--- config.mk ---
export PLATFORM = sky130hd
export DESIGN_NAME = picorv_loader
export DESIGN_NICKNAME = d
export VERILOG_FILES = /design/src/rtl/picorv_loader_pkg.sv /design/src/rtl/loader_core_port.sv /design/src/rtl/picorv_loader.sv
export SDC_FILE = /design/constraint.sdc
export NUM_CORES = 1
export LEC_CHECK = 0
export CAP_MARGIN = 0
export CORE_ASPECT_RATIO = 1.75
export CORE_MARGIN = 3
export CORE_UTILIZATION = 40
export DETAILED_ROUTE_END_ITERATION = 10
export PLACE_DENSITY = 0.81
export RECOVER_POWER = 100
export SLEW_MARGIN = 20
export SYNTH_ARGS = -nofsm -noshare
export SYNTH_HDL_FRONTEND = slang
export SYNTH_SLANG_ARGS = --single-unit
--- constraint.sdc ---
create_clock -name clk -period 2.5 [get_ports clk]
set_input_delay 0.25 -clock clk [delete_from_list [all_inputs] [get_ports clk]]
set_output_delay 0.25 -clock clk [all_outputs]
set_load 0.01 [all_outputs]
--- src/rtl/picorv_loader_pkg.sv ---
// Shared types and constants for the picorv32 boot loader.
// Latency: n/a (declarations only).
// Backpressure: n/a (declarations only).
package picorv_loader_pkg;

  // Response byte widths on the serial side.
  localparam int ACK_W = 8;
  localparam int NAK_W = 8;

  // Framing and response characters.
  localparam logic [7:0] CH_S = 8'h53;  // 'S' start of frame / reload request
  localparam logic [7:0] CH_K = 8'h4B;  // 'K' image accepted
  localparam logic [7:0] CH_E = 8'h45;  // 'E' image rejected

  // Loader FSM; the encoding is exported on state_dbg.
  typedef enum logic [2:0] {
    ST_IDLE   = 3'd0,
    ST_LEN_HI = 3'd1,
    ST_LEN_LO = 3'd2,
    ST_DATA   = 3'd3,
    ST_CSUM   = 3'd4,
    ST_RESP   = 3'd5,
    ST_RUN    = 3'd6
  } state_t;

  // One SRAM command beat, shared by the loader and core paths.
  typedef struct packed {
    logic        wr;
    logic        rd;
    logic [3:0]  be;
    logic [31:0] wdata;
  } sram_cmd_t;

endpackage

--- src/rtl/loader_core_port.sv ---
// Run-mode memory port for the core: address decode to SRAM / LED register / default.
// Latency: access issued in the valid cycle, mem_ready exactly one cycle later.
// Backpressure: none; every access completes in one cycle, en low aborts a pending ready.
module loader_core_port
  import picorv_loader_pkg::*;
#(
  parameter int          ADDR_W   = 10,
  parameter int          LED_W    = 8,
  parameter logic [31:0] LED_ADDR = 32'h1000_0000
) (
  input  logic              clk,
  input  logic              RST,
  input  logic              en,
  input  logic              core_mem_valid,
  input  logic [31:0]       core_mem_addr,
  input  logic [31:0]       core_mem_wdata,
  input  logic [3:0]        core_mem_wstrb,
  output logic [31:0]       core_mem_rdata,
  output logic              core_mem_ready,
  output logic [ADDR_W-1:0] sram_addr,
  output sram_cmd_t         sram_cmd,
  input  logic [31:0]       sram_rdata,
  output logic [LED_W-1:0]  leds
);

  logic        ready_q;
  logic        rd_sram_q;
  logic [31:0] rd_hold_q;
  logic        take;
  logic        hit_sram;
  logic        hit_led;
  logic        is_rd;

  // A new access is accepted only when no ready is pending, so ready never lasts two cycles.
  assign take     = en && core_mem_valid && !ready_q;
  assign hit_sram = (core_mem_addr[31:ADDR_W+2] == '0);
  assign hit_led  = !hit_sram && (core_mem_addr == LED_ADDR);
  assign is_rd    = (core_mem_wstrb == 4'b0000);

  // Drive the SRAM only for an accepted access that decodes into the SRAM window.
  always_comb begin
    sram_addr = '0;
    sram_cmd  = '0;
    if (take && hit_sram) begin
      sram_addr      = core_mem_addr[ADDR_W+1:2];
      sram_cmd.wr    = !is_rd;
      sram_cmd.rd    = is_rd;
      sram_cmd.be    = core_mem_wstrb;
      sram_cmd.wdata = core_mem_wdata;
    end
  end

  // One-cycle ready generator plus the source of the read data for that ready cycle.
  always_ff @(posedge clk) begin
    if (RST) begin
      ready_q   <= 1'b0;
      rd_sram_q <= 1'b0;
      rd_hold_q <= '0;
    end else begin
      ready_q   <= take;
      rd_sram_q <= take && hit_sram && is_rd;
      rd_hold_q <= (take && hit_led && is_rd) ? 32'(leds) : 32'd0;
    end
  end

  // LED register; only byte lane 0 of a write reaches it.
  always_ff @(posedge clk) begin
    if (RST) begin
      leds <= '0;
    end else if (take && hit_led && core_mem_wstrb[0]) begin
      leds <= core_mem_wdata[LED_W-1:0];
    end
  end

  // Ready is masked by en so a reload in the ready cycle still suppresses it.
  assign core_mem_ready = ready_q && en;

  // Read data is forced to zero outside the ready cycle.
  always_comb begin
    core_mem_rdata = 32'd0;
    if (core_mem_ready) begin
      core_mem_rdata = rd_sram_q ? sram_rdata : rd_hold_q;
    end
  end

endmodule

--- src/rtl/picorv_loader.sv ---
// Boot loader: framed byte stream -> SRAM image, checksum/length check, ack byte, core release.
// Latency: SRAM write in the rx_valid cycle; ack one cycle after CSUM unless tx_busy stalls it.
// Backpressure: only tx_busy (holds RESP); rx bytes are never stalled, bytes in RESP are dropped.
module picorv_loader
  import picorv_loader_pkg::*;
#(
  parameter int          ADDR_W      = 10,
  parameter int          LED_W       = 8,
  parameter logic [31:0] LED_ADDR    = 32'h1000_0000,
  parameter int          RELOAD_EN   = 1,
  parameter int          TIMEOUT_CYC = 0
) (
  input  logic              clk,
  input  logic              RST,
  input  logic              rx_valid,
  input  logic [7:0]        rx_data,
  output logic              tx_start,
  output logic [7:0]        tx_data,
  input  logic              tx_busy,
  output logic [ADDR_W-1:0] sram_addr,
  output logic [31:0]       sram_wdata,
  output logic [3:0]        sram_be,
  output logic              sram_wr_en,
  output logic              sram_rd_en,
  input  logic [31:0]       sram_rdata,
  output logic              core_resetn,
  input  logic              core_mem_valid,
  input  logic [31:0]       core_mem_addr,
  input  logic [31:0]       core_mem_wdata,
  input  logic [3:0]        core_mem_wstrb,
  output logic [31:0]       core_mem_rdata,
  output logic              core_mem_ready,
  output logic [LED_W-1:0]  leds,
  output logic [2:0]        state_dbg
);

  state_t              state_q;
  logic [7:0]          len_hi_q;
  logic [ADDR_W-1:0]   last_word_q;
  logic [ADDR_W-1:0]   word_ptr_q;
  logic [1:0]          lane_q;
  logic [7:0]          csum_q;
  logic [ACK_W-1:0]    resp_q;
  logic [31:0]         tmo_cnt_q;

  logic                rx_s;
  logic                reload_hit;
  logic                run_en;
  logic                load_state;
  logic                tmo_hit;
  logic [15:0]         len_w;
  logic                len_bad;
  logic                ld_wr;
  logic [ADDR_W-1:0]   cp_addr;
  sram_cmd_t           cp_cmd;

  assign rx_s       = rx_valid && (rx_data == CH_S);
  assign reload_hit = (RELOAD_EN != 0) && (state_q == ST_RUN) && rx_s;
  // The reload byte releases the core bus and reasserts core reset in its own cycle.
  assign run_en     = (state_q == ST_RUN) && !reload_hit;
  assign core_resetn = run_en;

  assign load_state = (state_q == ST_LEN_HI) || (state_q == ST_LEN_LO) ||
                      (state_q == ST_DATA)   || (state_q == ST_CSUM);
  assign tmo_hit    = (TIMEOUT_CYC != 0) && load_state && !rx_valid &&
                      (tmo_cnt_q == 32'(TIMEOUT_CYC - 1));

  assign len_w   = {len_hi_q, rx_data};
  assign len_bad = (len_w == 16'd0) || ({16'd0, len_w} > (32'd1 << ADDR_W));

  assign ld_wr    = (state_q == ST_DATA) && rx_valid;
  assign tx_start = (state_q == ST_RESP) && !tx_busy;
  assign tx_data  = resp_q;
  assign state_dbg = state_q;

  loader_core_port #(
    .ADDR_W  (ADDR_W),
    .LED_W   (LED_W),
    .LED_ADDR(LED_ADDR)
  ) u_core_port (
    .clk           (clk),
    .RST           (RST),
    .en            (run_en),
    .core_mem_valid(core_mem_valid),
    .core_mem_addr (core_mem_addr),
    .core_mem_wdata(core_mem_wdata),
    .core_mem_wstrb(core_mem_wstrb),
    .core_mem_rdata(core_mem_rdata),
    .core_mem_ready(core_mem_ready),
    .sram_addr     (cp_addr),
    .sram_cmd      (cp_cmd),
    .sram_rdata    (sram_rdata),
    .leds          (leds)
  );

  // SRAM owner is the core port in RUN, otherwise the loader's single-lane byte writes.
  always_comb begin
    sram_addr  = '0;
    sram_wdata = 32'd0;
    sram_be    = 4'b0000;
    sram_wr_en = 1'b0;
    sram_rd_en = 1'b0;
    if (state_q == ST_RUN) begin
      sram_addr  = cp_addr;
      sram_wdata = cp_cmd.wdata;
      sram_be    = cp_cmd.be;
      sram_wr_en = cp_cmd.wr;
      sram_rd_en = cp_cmd.rd;
    end else if (ld_wr) begin
      sram_addr  = word_ptr_q;
      sram_wdata = {4{rx_data}};
      sram_be    = 4'b0001 << lane_q;
      sram_wr_en = 1'b1;
    end
  end

  // Inter-byte idle counter; restarts on every byte and outside the loading states.
  always_ff @(posedge clk) begin
    if (RST) begin
      tmo_cnt_q <= 32'd0;
    end else if (rx_valid || !load_state) begin
      tmo_cnt_q <= 32'd0;
    end else begin
      tmo_cnt_q <= tmo_cnt_q + 32'd1;
    end
  end

  // Frame parser, pointer/checksum tracking and the ack/run sequencing.
  always_ff @(posedge clk) begin
    if (RST) begin
      state_q     <= ST_IDLE;
      len_hi_q    <= 8'd0;
      last_word_q <= '0;
      word_ptr_q  <= '0;
      lane_q      <= 2'd0;
      csum_q      <= 8'd0;
      resp_q      <= '0;
    end else begin
      case (state_q)
        ST_IDLE: begin
          if (rx_s) begin
            state_q    <= ST_LEN_HI;
            len_hi_q   <= 8'd0;
            word_ptr_q <= '0;
            lane_q     <= 2'd0;
            csum_q     <= 8'd0;
          end
        end
        ST_LEN_HI: begin
          if (tmo_hit) begin
            resp_q  <= CH_E;
            state_q <= ST_RESP;
          end else if (rx_valid) begin
            len_hi_q <= rx_data;
            state_q  <= ST_LEN_LO;
          end
        end
        ST_LEN_LO: begin
          if (tmo_hit) begin
            resp_q  <= CH_E;
            state_q <= ST_RESP;
          end else if (rx_valid) begin
            if (len_bad) begin
              resp_q  <= CH_E;
              state_q <= ST_RESP;
            end else begin
              last_word_q <= ADDR_W'(len_w - 16'd1);
              state_q     <= ST_DATA;
            end
          end
        end
        ST_DATA: begin
          if (tmo_hit) begin
            resp_q  <= CH_E;
            state_q <= ST_RESP;
          end else if (rx_valid) begin
            csum_q <= csum_q + rx_data;
            lane_q <= lane_q + 2'd1;
            if (lane_q == 2'd3) begin
              if (word_ptr_q == last_word_q) begin
                state_q <= ST_CSUM;
              end else begin
                word_ptr_q <= word_ptr_q + ADDR_W'(1);
              end
            end
          end
        end
        ST_CSUM: begin
          if (tmo_hit) begin
            resp_q  <= CH_E;
            state_q <= ST_RESP;
          end else if (rx_valid) begin
            resp_q  <= (rx_data == csum_q) ? CH_K : CH_E;
            state_q <= ST_RESP;
          end
        end
        ST_RESP: begin
          if (!tx_busy) begin
            state_q <= (resp_q == CH_K) ? ST_RUN : ST_IDLE;
          end
        end
        ST_RUN: begin
          if (reload_hit) begin
            state_q    <= ST_LEN_HI;
            len_hi_q   <= 8'd0;
            word_ptr_q <= '0;
            lane_q     <= 2'd0;
            csum_q     <= 8'd0;
          end
        end
        default: state_q <= ST_IDLE;
      endcase
    end
  end

endmodule
======== After elaboration in Yosys (flattened, before gate mapping) ========
Cells that the tools add are included.
Widths: inputs -> output; s select.
word-level totals
  register bits ........................... 91
  input bits .............................. 113
  output and inout bits ................... 102
  word-level logic and storage cells ...... 123
operators by class
  add/sub/neg operators ................... 4
  $lt $le $gt $ge ......................... 1
  equality and inequality tests ........... 23
  shifts and indexed selects .............. 1
  multiplexer cells ....................... 46
  bitwise operators ....................... 2
  reduce and logical (&&, ||, !) cells .... 34
operators by type and width
  cell                   number
  $mux 32                4
  $mux 10                8
  $mux 8                 7
  $pmux 8 s3             2
  $mux 38                1
  $mux 3                 11
  $eq 32x29->1 const B   1
  $pmux 10 s3            1
  $pmux 3 s7             1
  $logic_not 20->1       1
  $ne 2x2->1 const B     9
  $eq 8x7->1 const B     2
  $gt 16x11->1 const B   1
  $logic_not 16->1       1
  $pmux 8 s2             1
  $logic_and 1x1->1      14
  $mux 4                 3
  $reduce_and 4->1       3
  $add 10x1->10 const B  1
  $eq 10x10->1           1
  $sub 10x1->10 const B  1
  $eq 3x3->1 const B     3
  $reduce_and 9->1       1
  $add 8x8->8            1
  20 further kinds       32

======== Logic depth before layout (Yosys ltp) ========
Gate-level depths: netlist of run 1.
  depth in word-level cells ............... 11
  mapped depth ............................ 10
  depth with buffers taken out ............ 8

======== Hierarchy ========
Synthesis of run 1 repeated with hierarchy kept, for this count alone.
second synthesis, totals
  cell total of the unflattened synthesis .. 568
  area, all modules ....................... 4629.4 µm²
modules (own cells, without submodules)
  module            times used  cells each  area each (µm²)
  picorv_loader     1           396         3261.9
  loader_core_port  1           172         1367.6

======== Worst setup path before layout of run 1 ========
Ideal clock, no wire load.
  path type ............................... flip-flop to output port
  start ................................... register state_q[0], in the netlist state_dbg[0]
  end ..................................... output port sram_wdata[10]
  arrival time ............................ 2076 ps
  required time ........................... 2250 ps
  setup slack ............................. 174 ps
  stages on the path, launching flop included .. 10
  buffers on the path ..................... 3
  cell sequence ........................... dfxtp_1 clkbuf_1 and3b_1 o2111ai_1 or3_1 nor3_1 buf_2 buf_1 nand2_1 nand2_1
on the way
  word-level cells in the longest chain between the ends .. 9
RTL lines
  what                             line                                                            RTL
  from (decl)                      picorv_loader.sv:37                                             state_t state_q;
  from (signal assigned)           picorv_loader.sv:199                                            state_q <= (resp_q == CH_K) ? ST_RUN : ST_IDLE;
  $eq 3x3->1                       picorv_loader.sv:58, picorv_loader.sv:60, picorv_loader.sv:103
  $logic_and 1x1->1                picorv_loader.sv:58                                             assign reload_hit = (RELOAD_EN != 0) && (state_q == ST_RUN) && rx_s;
  $logic_not 1->1                  picorv_loader.sv:60                                             assign run_en = (state_q == ST_RUN) && !reload_hit;
  $logic_and 1x1->1                picorv_loader.sv:60
  $logic_and 1x1->1 (2 in series)  loader_core_port.sv:35                                          assign take = en && core_mem_valid && !ready_q;
  $logic_and 1x1->1                loader_core_port.sv:44                                          if (take && hit_sram) begin
  $mux 38                          loader_core_port.sv:44
  $mux 32 (*)                      picorv_loader.sv:103                                            if (state_q == ST_RUN) begin
  to (decl)                        picorv_loader.sv:21                                             output logic [31:0] sram_wdata,
Every way passes the cells marked *; elsewhere a longest branch is shown, timed or not.

======== Worst setup path in the final report of run 1 ========
  start ................................... register state_q[0], in the netlist state_dbg[0]
  end ..................................... output port sram_wdata[11]
The elaborated chain is that of the path after synthesis.

==> metrics.txt, run 1 <==
fill cell count=760; Simple-Gate Fraction of Synth Area=0.326; Seq/Total Area, Yosys=0.307; Routed Wire Length=~18000 microns; RSZ-0062 raised after global routing=yes; CTS sink count=62; dominant cell type by area after synthesis=dfxtp_1; GR Util All Layers=0.303; clock-pin slew on the worst setup and hold paths=roughly 0.050 ns; clk_lat worst skew=around 0.34 ns; Syn. warnings=0; Final Critical Period=between 2 and 3 ns; Die Span Y=~140 microns; R2R cell count=8; Final WS setup=-0.0662 ns; row count=47; mux share of post-synthesis cell area=0.0477; DRC=0; Post-synth EDFFs=0; Core Box Area=9640 sq um; largest family of logic cells by synthesized area=simple AND/OR/NAND/NOR gates; Unique masters post-synth=55; status=finished, violations left; Vias=a little over 5000; Synth area leaders=dfxtp_1 31%, nand2_1 9.3%, nor2_1 5.5%; most common cell after layout, fill and taps aside=clkdlybuf4s50_1; max-slew violations=0; Avg Cell Area, Syn=approximately 7.7 sq um; Cell Area, Placed=approximately 6500 sq um; I/O Buffers=between 200 and 250; Seq cells post-synth=62; reg-to-reg endpoint=u_core_port.leds[7]; final setup fails=27; Via density=5.60; CTS root buf=clkbuf_16; Hold WC Path Type=input port to flop; Lkg Pwr=3.45 nW; crit path max fanout=7; Pre-antenna DRT Iters=5; most frequent cells in the layout=88 x clkdlybuf4s50_1, 78 x nand2_1, 61 x dfxtp_1; post-route cell area=about 7000 sq um; CP arrival=about 2.3 ns; number of global-route vias before repair=roughly 5000; global-route wire length before repair=~26000 microns; Final Cycle Share=1.03; Die Wd=82.0 microns; Worst Skew=0.00576 ns; post-detailed-route wirelength per cell=between 15 and 20 microns; Post-DP HPWL=~14000 microns; Routed Antenna Nets=0; failing checks=negative setup slack; top_reg_cell synth=dfxtp_1; Post-Syn Instances=525; number of I/O pins=around 220; share of cells above drive strength 1=0.231; CTS tree=built; number of buffers created by CTS=9; Die ar.=approximately 11000 sq um; min-delay src=RST; Crit. End Element=primary output; clock buffer depth=2; Required @ worst endpoint=between 2 and 2.5 ns; NumNets Final=902; Post-Synth XOR/XNOR Area=0.0672; Layout Cells excl Fill=901; Worst Hold End=last_word_q[9]; GPL Wtd Cong=a little over 0.9; adder-cell area share of the yosys netlist=0.0514; Reg2Reg Launch Point=state_dbg[0]; max_cap viols=0; WHS Path Cells=2; Yosys top cell area share=0.307; R2R Setup Slk=~0.27 ns; power density cells=505 nW/um^2; peak supply drop=0.422 mV; DRT iter0 DRCs=206; Compound-Gate Fraction of Synth Area=0.146; area delta synth->final=73.9%; H-tree Lvls=3; Placed Cells=around 900; CP Class=flop to primary output; largest net degree at the start of global routing=37; Synth Cell Area=4040 sq um; Starting Density=0.419; antenna violations before repair=1; fraction of registers with async set/reset=0; total gr overflow=0; Hold Fails Final Rpt=0; Critical Path Source Type=flop; Fmax=slightly below 400 MHz
flip-flops by register name, indices dropped and copies added (netlist names):
register and count:
last_word_q 10, word_ptr_q 10, csum_q 8, len_hi_q 8, u_core_port.leds 8, u_core_port.rd_hold_q 8, state_dbg 3, tx_data 3
lane_q 2, u_core_port.rd_sram_q 1, u_core_port.ready_q 1
worst max-delay path by stage:
stage,from,endpoint,slack [ns],depth (start not counted)
finish,state_dbg[0],sram_wdata[11],-0.07,10
global route,state_dbg[0],sram_wdata[19],-0.13,10
CTS,state_dbg[0],sram_addr[9],-0.09,10
detailed placement,rx_data[1],sram_wdata[6],-0.64,11
global placement,rx_data[0],sram_wdata[3],-0.54,11
floorplan,state_dbg[0],sram_wdata[10],0.17,9
what timing repair did:
item	4_1_cts	5_1_grt
setup buffers	7	2
hold endpoints to repair	0	0
pin swaps	25	11
hold buffers	0	0
setup endpoints to repair	81	56
gates cloned	2	0
resized for setup	290	47
power by group:
part	internal [mW]	switching, mW
clock	0.905	0.474
combinational	0.484	0.600
sequential	1.05	0.0351
total	2.44	1.11
per-layer routing:
metal	up-vias	routed length, microns	global-route usage
met1	2363	5780	0.299
met2	286	9160	0.528
met3	84	1640	0.0735
li1	2314	-	-
met5	-	0	0
met4	0	1270	0.214
synth_stat cells (7+ instances only):
cell type,n
nor3_1,11
nor4_1,13
and2_1,33
a22o_1,12
a211oi_2,9
clkbuf_1,17
xnor2_1,11
dfxtp_1,62
inv_1,13
xor2_1,20
a22oi_1,8
nand3_1,16
nand2_1,100
or4_1,7
nor2_1,59
ha_1,15
mux2i_1,17
a21oi_1,24
kinds of logic (layout without fill, tap and decap cells):
family	after synthesis	after routing
AND/OR/NAND/NOR	273	273
flip-flops	62	62
AO/OA/AOI/OAI	78	78
adder cells (fa/ha/maj)	16	16
XOR/XNOR	31	31
buffers and inverters	45	296
multiplexers	19	19
other	1	4
area by class of cell:
cell class	count	area (sq um)	share of cell area
Inverter	13	52.6	0.00748
Timing Repair Buffer	267	2440	0.348
Clock buffer	10	239	0.0340
Clock inverter	6	93.8	0.0134
Sequential cell	62	1240	0.177
Tap cell	122	153	0.0217
Multi-Input combinational cell	420	2800	0.399
Antenna cell	1	2.50	0.000356
worst max-delay path: stages (launching register included):
cell and delay [ns]:
dfxtp_2 0.31, and3b_2 0.28, o2111ai_4 0.12, or3_4 0.42
nor3_4 0.16, buf_6 0.14, buf_8 0.13, buf_12 0.15
nand2_4 0.05, nand2_1 0.06, buf_2 0.14
per-stage QoR:
step / util / setup WS (ns) / setup TNS [ns] / hold WS, ns / power, mW
after floorplan: - / 0.174 / 0 / 0.322 / 1.66
after global placement: 0.679 / -0.540 / -39.50 / 0.436 / 2.14
after detailed placement: 0.679 / -0.644 / -44.96 / 0.443 / 2.17
after CTS: 0.712 / -0.0938 / -1.02 / 0.255 / 3.55
after global routing: 0.728 / -0.134 / -3.94 / 0.288 / 3.70
final: 0.728 / -0.0662 / -0.882 / 0.269 / 3.54
(Power assumes the default switching activity.)
==> run 2: changes to the inputs <==
--- a/config.mk
+++ b/config.mk
@@ -8,9 +8,9 @@
 export CAP_MARGIN = 0
 export CORE_ASPECT_RATIO = 1.75
 export CORE_MARGIN = 3
-export CORE_UTILIZATION = 40
+export CORE_UTILIZATION = 43
 export DETAILED_ROUTE_END_ITERATION = 10
-export PLACE_DENSITY = 0.81
+export PLACE_DENSITY = 0.86
 export RECOVER_POWER = 100
 export SLEW_MARGIN = 20
 export SYNTH_ARGS = -nofsm -noshare
==> constraint.sdc (replaced) <==
create_clock -name clk -period 3.1 [get_ports clk]
set_input_delay 0.31 -clock clk [delete_from_list [all_inputs] [get_ports clk]]
set_output_delay 0.31 -clock clk [all_outputs]
set_load 0.01 [all_outputs]
==> metrics.txt, run 2 (synthesis results as in run 1) <==
share of cells above drive strength 1=0.0788 (-0.153); largest net degree at the start of global routing=49 (+32%); fill cell count=709 (-6.7%); max-slew violations=0 (unchanged); area delta synth->final=66.3%; CTS tree=built; H-tree Lvls=3 (unchanged); power density cells=393 nW/um^2 (-22%); Die Wd=79.3 microns (-3.3%); Pre-antenna DRT Iters=6 (+1); DRT iter0 DRCs=219 (+6.3%); most common cell after layout, fill and taps aside=clkdlybuf4s50_1; Starting Density=0.444 (+0.0254); GR Util All Layers=0.294 (-0.00873); final setup fails=0 (-100%); clock buffer depth=2 (unchanged); worst slew pin tran=between 1 and 1.5 ns; total power=2.64 mW (-25%); Fmax=333 MHz; peak supply drop=0.287 mV (-32%); largest registers=last_word_q (10), word_ptr_q (10); Post-DP HPWL=12300 microns (-10%); Die Span Y=134 microns (-3.4%); Vias=4808 (-4.7%); number of I/O pins=215 (unchanged); Final Critical Period=~3 ns; status=finished, final reports clean; CP Class=input port to primary output; Hold-fix buffers, CTS=0 (unchanged); Crit. End Element=primary output; total gr overflow=0 (unchanged); antenna violations before repair=1 (unchanged); Die ar.=10600 sq um (-6.6%); Final Cycle Share=0.970; Multi-input gate area=2590 sq um (-7.4%); number of buffers created by CTS=9 (unchanged); Lkg Pwr=3.50 nW (+1.4%); I/O Buffers=211 (unchanged); GPL Wtd Cong=0.893 (-4.5%); max_cap viols=0 (unchanged); register area=1240 sq um (unchanged); global-route wire length before repair=24400 microns (-6.2%); row count=46 (-2.1%); Hold WC Path Type=flop to flop; most frequent cells in the layout=122 x clkdlybuf4s50_1, 100 x nand2_1, 61 x dfxtp_1; Routed Wire Length=16500 microns (-7.3%); CTS sink count=62 (unchanged); Worst slew margin=0.152; Critical Path Source Type=input port; DRC=0 (unchanged); Hold Fails Final Rpt=0 (unchanged); clk_lat worst skew=0.33 ns (about the same); post-layout util=0.739 (+0.0104); R2R Setup Slk=0.50 ns (+0.23 ns); Via density=5.53 (-1.3%); CP arrival=2.70 ns (+0.38 ns); Core Box Area=9090 sq um (-5.7%); CTS root buf=clkbuf_16; clock-pin slew on the worst setup and hold paths=0.05 ns (about the same); Required @ worst endpoint=2.79 ns (+0.54 ns); post-detailed-route wirelength per cell=19.0 microns (-4.0%); NumNets Final=873 (-3.2%); Routed Antenna Nets=0 (unchanged); number of global-route vias before repair=4747 (-6.2%); Worst Skew=0.00502 ns (-0.000734 ns); crit path max fanout=24 (+17)
## run 2: cell count changes in the layout (fill, tap and decap cells not counted), moves of 21 or more
cell,delta
buf_2,-33
nand2_1,+22
dlygate4sd3_1,+24
buf_4,-31
clkdlybuf4s50_1,+34
dlygate4sd2_1,-26
dlymetal6s4s_1,+21
## run 2: where the power goes
group	total, mW	leakage (nW)	switching, mW	internal (mW)
clock	0.994	0.148	0.354	0.640
sequential	0.892	0.501	0.0471	0.844
combinational	0.756	2.85	0.424	0.333
total	2.64	3.50	0.825	1.82
## run 2: path summary, 6_finish.rpt
kind / depth (start not counted) / to / from
hold / removal: 2 / len_hi_q[6] / len_hi_q[6]
setup / recovery: 7 / core_mem_rdata[19] / rx_data[5]
setup reg to reg: 7 / csum_q[5] / state_dbg[2]
hold reg to reg: 2 / len_hi_q[6] / len_hi_q[6]
## run 2: cell type report
cell class,instances,area share
multi-input combinational,420,0.386
timing repair buffer,238,0.354
sequential,62,0.185
clock buffer,10,0.0356
tap,120,0.0224
clock inverter,6,0.00913
inverter,13,0.00726
antenna,1,0.000373
## run 2: worst max-delay path, cell delays in order
cell             delay (ns)
clkdlybuf4s50_1        0.41
or4_1                  0.62
nor2_1                 0.19
nor2_1                 0.09
and3_4                 0.26
and2_1                 0.18
dlygate4sd3_1          0.61
## run 2: what timing repair did
action | in CTS | in global routing
pin swaps | 0 | 1
setup endpoints to repair | 48 | 54
cloned | 2 | 0
buffers inserted | 3 | 1
resized for setup | 25 | 34
## run 2: through the flow
step	setup TNS (ns)	instances	hold slack, ns	instance area [sq um]	setup slack (ns)
after global routing	-0.0130	870	0.467	6720	-0.0130
after floorplan	0	527	0.382	4050	0.714
after CTS	-0.167	868	0.448	6690	-0.0227
after detailed placement	-4.61	847	0.441	6330	-0.132
final	0	870	0.447	6720	0.0941
after global placement	-2.80	847	0.435	6330	-0.0864
## run 2: metal layers
| metal | track usage | wire, microns | vias to the layer above |
|---|---|---|---|
| met4 | 0.184 | 855 | 0 |
| met2 | 0.533 | 8720 | 282 |
| met3 | 0.0840 | 1400 | 62 |
| met1 | 0.284 | 5570 | 2226 |
| li1 | - | - | 2238 |
| met5 | 0 | 0 | - |
